<file path="config.mk">
export PLATFORM = sky130hd
export DESIGN_NAME = ifu_prefetch_queue_flat
export DESIGN_NICKNAME = d
export VERILOG_FILES = /design/src/rtl/ifu_prefetch_if.sv /design/src/rtl/ifu_prefetch_queue.sv /design/src/flat_wrapper.sv
export SDC_FILE = /design/constraint.sdc
export NUM_CORES = 1
export LEC_CHECK = 0
export BUFFER_PORTS_ARGS = -buffer_cell sky130_fd_sc_hd__buf_2
export CAP_MARGIN = 20
export CELL_PAD_IN_SITES_DETAIL_PLACEMENT = 1
export CELL_PAD_IN_SITES_GLOBAL_PLACEMENT = 1
export CORE_MARGIN = 2
export CORE_UTILIZATION = 44
export DETAILED_ROUTE_END_ITERATION = 12
export GPL_ROUTABILITY_DRIVEN = 0
export PLACE_DENSITY = 0.8
export SYNTH_ARGS = -nofsm -noshare
export SYNTH_HDL_FRONTEND = slang
export SYNTH_SLANG_ARGS = --single-unit
</file>
<file path="constraint.sdc">
create_clock -name clk -period 3.4 [get_ports clk]
set_input_delay 0.68 -clock clk [delete_from_list [all_inputs] [get_ports clk]]
set_output_delay 0.68 -clock clk [all_outputs]
set_load 0.05 [all_outputs]
</file>
<file path="src/rtl/ifu_prefetch_if.sv">
// Fetch-side bundle of the instruction prefetch queue: redirect/consumer handshake plus I-Port bus.
// The master modport is the prefetch unit; the slave modport is the core/bus environment around it.
interface ifu_prefetch_if #(
    parameter int ADDR_WIDTH = 32,
    parameter int DATA_WIDTH = 32,
    parameter int DEPTH      = 4
);
    localparam int CW = $clog2(DEPTH) + 1;

    // Consumer handshake: an entry transfers when o_valid & i_ready are both high at a rising
    // clock edge; o_valid and the head fields stay stable until that transfer or a redirect.
    logic                  i_redirect;
    logic [ADDR_WIDTH-1:0] i_pc;
    logic                  i_ready;
    logic                  o_valid;
    logic [DATA_WIDTH-1:0] o_instr;
    logic [ADDR_WIDTH-1:0] o_instr_pc;
    logic                  o_err_align;
    logic                  o_err_bus;
    logic [CW-1:0]         o_count;
    logic [ADDR_WIDTH-1:0] o_IAddr;
    logic                  o_IRdC;
    logic [DATA_WIDTH-1:0] i_IData;
    logic                  i_IRdy;
    logic                  i_IErr;

    modport master (
        input  i_redirect, i_pc, i_ready, i_IData, i_IRdy, i_IErr,
        output o_valid, o_instr, o_instr_pc, o_err_align, o_err_bus, o_count, o_IAddr, o_IRdC
    );

    modport slave (
        output i_redirect, i_pc, i_ready, i_IData, i_IRdy, i_IErr,
        input  o_valid, o_instr, o_instr_pc, o_err_align, o_err_bus, o_count, o_IAddr, o_IRdC
    );
endinterface

</file>
<file path="src/rtl/ifu_prefetch_queue.sv">
// Sequential instruction prefetch queue with redirect flush and in-band fault entries.
// Define IFU_BYPASS_EN to forward a bus response straight to the head when the queue is empty.
module ifu_prefetch_queue #(
    parameter int                    ADDR_WIDTH = 32,
    parameter int                    DATA_WIDTH = 32,
    parameter int                    DEPTH      = 4,
    parameter int                    INSTR_SIZE = 4,
    parameter logic [ADDR_WIDTH-1:0] RESET_ADDR = '0
) (
    input  logic                 clk,
    input  logic                 rst,
    ifu_prefetch_if.master       bus,
    output logic [1:0]           o_dbg_state
);
    localparam int PW = $clog2(DEPTH);
    localparam int CW = PW + 1;

    typedef enum logic [1:0] {
        S_IDLE = 2'd0,
        S_REQ  = 2'd1,
        S_DROP = 2'd2,
        S_HALT = 2'd3
    } state_t;

    state_t                r_state;
    logic [ADDR_WIDTH-1:0] r_fetch_pc;
    logic [ADDR_WIDTH-1:0] r_IAddr;
    logic                  r_IRdC;

    logic [DATA_WIDTH-1:0] r_instr [DEPTH];
    logic [ADDR_WIDTH-1:0] r_pc    [DEPTH];
    logic [DEPTH-1:0]      r_ea;
    logic [DEPTH-1:0]      r_eb;
    logic [PW-1:0]         r_wr_ptr;
    logic [PW-1:0]         r_rd_ptr;
    logic [CW-1:0]         r_count;

    logic                  w_resp;
    logic                  w_full;
    logic                  w_empty;
    logic                  w_misaligned;
    logic                  w_push;
    logic [DATA_WIDTH-1:0] w_push_instr;
    logic                  w_push_ea;
    logic                  w_push_eb;
    logic                  w_write;
    logic                  w_pop_q;
    logic                  w_valid;

    assign w_resp       = bus.i_IRdy | bus.i_IErr;
    assign w_full       = (r_count == CW'(DEPTH));
    assign w_empty      = (r_count == '0);
    assign w_misaligned = (r_fetch_pc[1:0] != 2'b00);
    assign w_pop_q      = !w_empty && bus.i_ready;

    // Entry produced this cycle; a redirect squashes it along with the rest of the queue.
    always_comb begin
        w_push       = 1'b0;
        w_push_instr = '0;
        w_push_ea    = 1'b0;
        w_push_eb    = 1'b0;
        case (r_state)
            S_IDLE: begin
                if (!w_full && w_misaligned) begin
                    w_push    = 1'b1;
                    w_push_ea = 1'b1;
                end
            end
            S_REQ: begin
                if (bus.i_IErr) begin
                    w_push    = 1'b1;
                    w_push_eb = 1'b1;
                end else if (bus.i_IRdy) begin
                    w_push       = 1'b1;
                    w_push_instr = bus.i_IData;
                end
            end
            default: ;
        endcase
        if (bus.i_redirect) begin
            w_push = 1'b0;
        end
    end

`ifdef IFU_BYPASS_EN
    logic w_bypass;
    assign w_bypass = w_empty && (r_state == S_REQ) && bus.i_IRdy && !bus.i_IErr && !bus.i_redirect;
    assign w_write  = w_push && !(w_bypass && bus.i_ready);
`else
    assign w_write  = w_push;
`endif

    always_comb begin
        w_valid        = !w_empty;
        bus.o_instr    = r_instr[r_rd_ptr];
        bus.o_instr_pc = r_pc[r_rd_ptr];
        bus.o_err_align = r_ea[r_rd_ptr];
        bus.o_err_bus  = r_eb[r_rd_ptr];
`ifdef IFU_BYPASS_EN
        if (w_bypass) begin
            w_valid         = 1'b1;
            bus.o_instr     = bus.i_IData;
            bus.o_instr_pc  = r_fetch_pc;
            bus.o_err_align = 1'b0;
            bus.o_err_bus   = 1'b0;
        end
`endif
        bus.o_err_align = bus.o_err_align & w_valid;
        bus.o_err_bus   = bus.o_err_bus & w_valid;
    end

    assign bus.o_valid = w_valid;
    assign bus.o_count = r_count;
    assign bus.o_IAddr = r_IAddr;
    assign bus.o_IRdC  = r_IRdC;
    assign o_dbg_state = r_state;

    // Entry storage needs no reset: the head fields are only meaningful while o_valid is high.
    always_ff @(posedge clk) begin
        if (w_write) begin
            r_instr[r_wr_ptr] <= w_push_instr;
            r_pc[r_wr_ptr]    <= r_fetch_pc;
            r_ea[r_wr_ptr]    <= w_push_ea;
            r_eb[r_wr_ptr]    <= w_push_eb;
        end
    end

    always_ff @(posedge clk or posedge rst) begin
        if (rst) begin
            r_wr_ptr <= '0;
            r_rd_ptr <= '0;
            r_count  <= '0;
        end else if (bus.i_redirect) begin
            r_wr_ptr <= '0;
            r_rd_ptr <= '0;
            r_count  <= '0;
        end else begin
            if (w_write) begin
                r_wr_ptr <= r_wr_ptr + PW'(1);
            end
            if (w_pop_q) begin
                r_rd_ptr <= r_rd_ptr + PW'(1);
            end
            r_count <= r_count + CW'(w_write) - CW'(w_pop_q);
        end
    end

    // Only one read is ever in flight, so a slot reserved at issue time is still free on return.
    always_ff @(posedge clk or posedge rst) begin
        if (rst) begin
            r_state    <= S_IDLE;
            r_fetch_pc <= RESET_ADDR;
            r_IAddr    <= '0;
            r_IRdC     <= 1'b0;
        end else if (bus.i_redirect) begin
            r_fetch_pc <= bus.i_pc;
            if ((r_state == S_REQ || r_state == S_DROP) && !w_resp) begin
                r_state <= S_DROP;
            end else begin
                r_state <= S_IDLE;
                r_IRdC  <= 1'b0;
            end
        end else begin
            case (r_state)
                S_IDLE: begin
                    if (!w_full) begin
                        if (w_misaligned) begin
                            r_state <= S_HALT;
                        end else begin
                            r_IRdC  <= 1'b1;
                            r_IAddr <= r_fetch_pc;
                            r_state <= S_REQ;
                        end
                    end
                end
                S_REQ: begin
                    if (bus.i_IErr) begin
                        r_IRdC  <= 1'b0;
                        r_state <= S_HALT;
                    end else if (bus.i_IRdy) begin
                        r_IRdC     <= 1'b0;
                        r_fetch_pc <= r_fetch_pc + ADDR_WIDTH'(INSTR_SIZE);
                        r_state    <= S_IDLE;
                    end
                end
                S_DROP: begin
                    if (w_resp) begin
                        r_IRdC  <= 1'b0;
                        r_state <= S_IDLE;
                    end
                end
                default: ;
            endcase
        end
    end
endmodule

</file>
<file path="src/flat_wrapper.sv">
// flat-port wrapper written by rule: the top's interface ports become plain ports
module ifu_prefetch_queue_flat 
#(
    parameter int                    ADDR_WIDTH = 32,
    parameter int                    DATA_WIDTH = 32,
    parameter int                    DEPTH      = 4,
    parameter int                    INSTR_SIZE = 4,
    parameter logic [ADDR_WIDTH-1:0] RESET_ADDR = '0
)
  (clk, rst, o_dbg_state, bus_i_redirect, bus_i_pc, bus_i_ready, bus_i_IData, bus_i_IRdy, bus_i_IErr, bus_o_valid, bus_o_instr, bus_o_instr_pc, bus_o_err_align, bus_o_err_bus, bus_o_count, bus_o_IAddr, bus_o_IRdC);
  ifu_prefetch_if #(.ADDR_WIDTH(ADDR_WIDTH), .DATA_WIDTH(DATA_WIDTH), .DEPTH(DEPTH)) bus_i ();
  input  logic clk;
  input  logic rst;
  output logic [1:0] o_dbg_state;
  input wire logic [$bits(bus_i.i_redirect)-1:0] bus_i_redirect;
  input wire logic [$bits(bus_i.i_pc)-1:0] bus_i_pc;
  input wire logic [$bits(bus_i.i_ready)-1:0] bus_i_ready;
  input wire logic [$bits(bus_i.i_IData)-1:0] bus_i_IData;
  input wire logic [$bits(bus_i.i_IRdy)-1:0] bus_i_IRdy;
  input wire logic [$bits(bus_i.i_IErr)-1:0] bus_i_IErr;
  output wire logic [$bits(bus_i.o_valid)-1:0] bus_o_valid;
  output wire logic [$bits(bus_i.o_instr)-1:0] bus_o_instr;
  output wire logic [$bits(bus_i.o_instr_pc)-1:0] bus_o_instr_pc;
  output wire logic [$bits(bus_i.o_err_align)-1:0] bus_o_err_align;
  output wire logic [$bits(bus_i.o_err_bus)-1:0] bus_o_err_bus;
  output wire logic [$bits(bus_i.o_count)-1:0] bus_o_count;
  output wire logic [$bits(bus_i.o_IAddr)-1:0] bus_o_IAddr;
  output wire logic [$bits(bus_i.o_IRdC)-1:0] bus_o_IRdC;
  assign bus_i.i_redirect = bus_i_redirect;
  assign bus_i.i_pc = bus_i_pc;
  assign bus_i.i_ready = bus_i_ready;
  assign bus_i.i_IData = bus_i_IData;
  assign bus_i.i_IRdy = bus_i_IRdy;
  assign bus_i.i_IErr = bus_i_IErr;
  assign bus_o_valid = bus_i.o_valid;
  assign bus_o_instr = bus_i.o_instr;
  assign bus_o_instr_pc = bus_i.o_instr_pc;
  assign bus_o_err_align = bus_i.o_err_align;
  assign bus_o_err_bus = bus_i.o_err_bus;
  assign bus_o_count = bus_i.o_count;
  assign bus_o_IAddr = bus_i.o_IAddr;
  assign bus_o_IRdC = bus_i.o_IRdC;
  ifu_prefetch_queue #(.ADDR_WIDTH(ADDR_WIDTH), .DATA_WIDTH(DATA_WIDTH), .DEPTH(DEPTH), .INSTR_SIZE(INSTR_SIZE), .RESET_ADDR(RESET_ADDR)) u_core (.clk(clk), .rst(rst), .bus(bus_i), .o_dbg_state(o_dbg_state));
endmodule
</file>
==> impl_metrics.csv <==
group,metric,value,unit
clocking,cts.path.max_buffers,3,
timing,setup_tns,0,ns
power,p_leak,5.908,nW
synthesis,synth_top_area_share,58.72,%
timing,setup_violations,0,
timing,post-route-min-period,3.110,ns
job,maxCapViolCount,0,
die,initial_utilization,44.37,%
timing,clock.fmax,321.5,MHz
die,die_area,32100,um^2
timing,finClkSkew,0.01014,ns
clocking,ctsResizeCount,0,
detailed_routing,vias,7591,
clocking,clockRootBuffer,"clkbuf_16",
cells_and_area,design_area,16030,um^2
setup_path,crit_path_max_incr_delay,0.80,ns
global_route,grt_overflow_total,0,
synthesis,yosys-top-cells-area,"edfxtp_1 (59%), dfrtp_1 (14%), mux4_2 (11%)",
min_path,min_path_type,"input port to asynchronous set/reset pin",
die,ios,175,
detailed_routing,wl_per_cell,23.01,um
timing,maxSlewViolCount,0,
clocking,cts_buffers,35,
detailed_routing,drt-total-wl,31540,um
synthesis,netlist_area,13500,um^2
cells_and_area,final_layout_size_suffix_gt1_share,36.41,%
synthesis,synth_ff_type,"edfxtp_1",
timing,rsz0062_at_grt,"false",
setup_path,slowest_stage,"dfrtp_4",
synthesis,yosysWarnings,0,
detailed_routing,first_pass_iters,5,
global_route,grt_pass1_vias,8149,
clocking,clk_pin_slew_worst_paths,0.06,ns
synthesis,avgSynthCellArea,18.03,um^2
die,die_w,179.2,um
detailed_routing,drc,0,
clocking,cts.sinks,338,
setup_path,path_cells,"buf_4 -> mux4_2 -> buf_2",
timing,tightest_slew,0.6820,ns
status,status,"finished clean",
setup_path,cp-start-kind,"flip-flop",
clocking,clock_latency,0.51,ns
global_route,grt_start_max_net_pins,45,
global_route,grt_usage,20.27,%
clocking,cts_hold_buf,0,
synthesis,ys_ff_latch,338,
global_route,antenna_found_initial,0,
power,p_per_area,887.3,nW/um^2
synthesis,synth.distinct_cells,51,
setup_path,cp.arrival,2.43,ns
synthesis,synth_edf_count,264,
cells_and_area,utilization,52.68,%
setup_path,crit_fanout,28,
detailed_routing,drt_iter0_drc,684,
placement,place_area,14970,um^2
clocking,cts_max_level,2,
cells_and_area,fin_nets,1029,
clocking,post-cts-setup-buffers,0,
placement,dp_hpwl,20980,um
setup_path,criticalPathCategory,"flip-flop to output port",
detailed_routing,ant_nets,0,
cells_and_area,area_growth,18.73,%
power,ir_drop,0.4610,mV
timing,setup_slack,0.2898,ns
cells_and_area,diodes,0,
synthesis,ys_seq_area_share,72.43,%
die,rows,64,
die,coreArea,30430,um^2
synthesis,syn_nets,830,
clocking,cts_tree,"yes",
timing,relSlewSlack,54.48,%
setup_path,worstSetupEndpointType,"output port",
cells_and_area,nFillCells,2906,
synthesis,syn-instance-count,749,
placement,portBuffers,174,
setup_path,required,2.72,ns
global_route,grt_pass1_wl,48530,um
timing,finalCritPeriodShare,91.48,%
synthesis,synth.largest_area_cell,"edfxtp_1",
detailed_routing,via_per_inst,5.537,
timing,hold_viol_final,0,
power,power.total,14.22,mW
die,die_h,179.2,um
placement,dpl_worst_slack,0.7604,ns
synthesis,synthArstFlopShare,21.89,%
-- final timing paths --
kind | slack, ns | from | end | cells after the start
worst max-delay path | 0.29 | u_core.r_rd_ptr[0]$_DFFE_PP0P_ | bus_o_instr_pc[16] | 3
worst min-delay path | 0.25 | rst | u_core.bus.o_IAddr[16]$_DFFE_PP0P_ | 2
worst max register to register | 0.78 | u_core.bus.o_count[1]$_DFF_PP0_ | u_core.bus.o_count[2]$_DFF_PP0_ | 9
worst min register to register | 0.50 | u_core.bus.o_IAddr[0]$_DFFE_PP0P_ | u_core.bus.o_IAddr[0]$_DFFE_PP0P_ | 1
max in group asynchronous | 2.48 | rst | u_core.r_rd_ptr[1]$_DFFE_PP0P_ | 3
min in group clk | 0.38 | bus_i_pc[3] | u_core.r_fetch_pc[3]$_DFFE_PP0P_ | 3
-- per-stage QoR --
stage               hold slack (ns)  cells
CTS                          0.2647   1371
floorplan                    0.4743    749
finish                       0.2509   1371
global placement             0.4784   1307
detailed placement           0.4858   1307
global route                 0.2962   1371
-- synth_stat cells (all sizes together) (8+ instances only) --
cell,number
mux4,66
dfrtp,74
nand2,34
and2,42
nor4,11
clkbuf,17
or4,8
xnor2,12
nand4,14
buf,19
mux2,34
inv,18
a31oi,10
nand3,16
nor2,26
o21ai,15
ha,10
edfxtp,264
-- sequential cells by signal, indices dropped and copies added, names as in the netlist, 3 cells and up --
| name | count |
|---|---|
| u_core.bus.o_count | 3 |
| u_core.r_fetch_pc | 32 |
| u_core.r_pc | 128 |
| u_core.r_eb | 4 |
| u_core.r_ea | 4 |
| u_core.r_instr | 128 |
| u_core.bus.o_IAddr | 32 |
-- power by group --
part	leakage (nW)	switching, mW	internal, mW
sequential	3.43	0.434	5.21
combinational	1.97	3.54	1.50
clock	0.512	1.51	2.03
-- area by class of cell --
| type | instances | area, um^2 | area share [%] |
|---|---|---|---|
| clock buffers | 54 | 998.5 | 6.229 |
| inverters | 19 | 72.57 | 0.4527 |
| well taps | 396 | 495.5 | 3.091 |
| clock inverters | 10 | 57.56 | 0.3590 |
| multi-input cells | 356 | 3518 | 21.95 |
| flip-flops and latches | 338 | 9787 | 61.05 |
| repair buffers | 198 | 1101 | 6.869 |
-- kinds of logic (layout without fill, tap and decap cells) --
| group | after synthesis | after routing | synth area share [%] |
|---|---|---|---|
| AO/OA/AOI/OAI | 51 | 51 | 2.586 |
| XOR/XNOR | 16 | 16 | 1.038 |
| adder cells (fa/ha/maj) | 11 | 11 | 1.075 |
| buffers and inverters | 55 | 281 | 1.622 |
| flip-flops | 338 | 338 | 72.43 |
| multiplexers | 102 | 102 | 13.99 |
| AND/OR/NAND/NOR | 176 | 176 | 7.256 |
-- critical path: cells and delay by family, from the launching register on --
kind	cells	cell delay, ns
muxes	1	0.53
DFF	1	0.80
buffers and inverters	2	0.56
-- cells in the final DEF (no fill, tap or decap), types with 14 or more instances in the layout --
cell,instances
edfxtp_1,264
buf_2,174
dfrtp_1,72
mux4_2,66
and2_1,38
clkbuf_16,36
nand2_1,34
mux2_2,34
nor2_1,26
buf_4,20
inv_1,17
nand3_1,16
o21ai_0,15
clkbuf_1,15
nand4_1,14
-- metal layers --
layer / up-vias / GRT usage [%] / share of wire [%]
met2: 273 / 33.00 / 49
met4: 0 / 6.149 / 2.3
met3: 48 / 2.863 / 6.0
li1: 3344 / - / -
met1: 3926 / 28.59 / 43
met5: - / 0 / 0
Note: power is estimated with default switching activity, not from simulation.
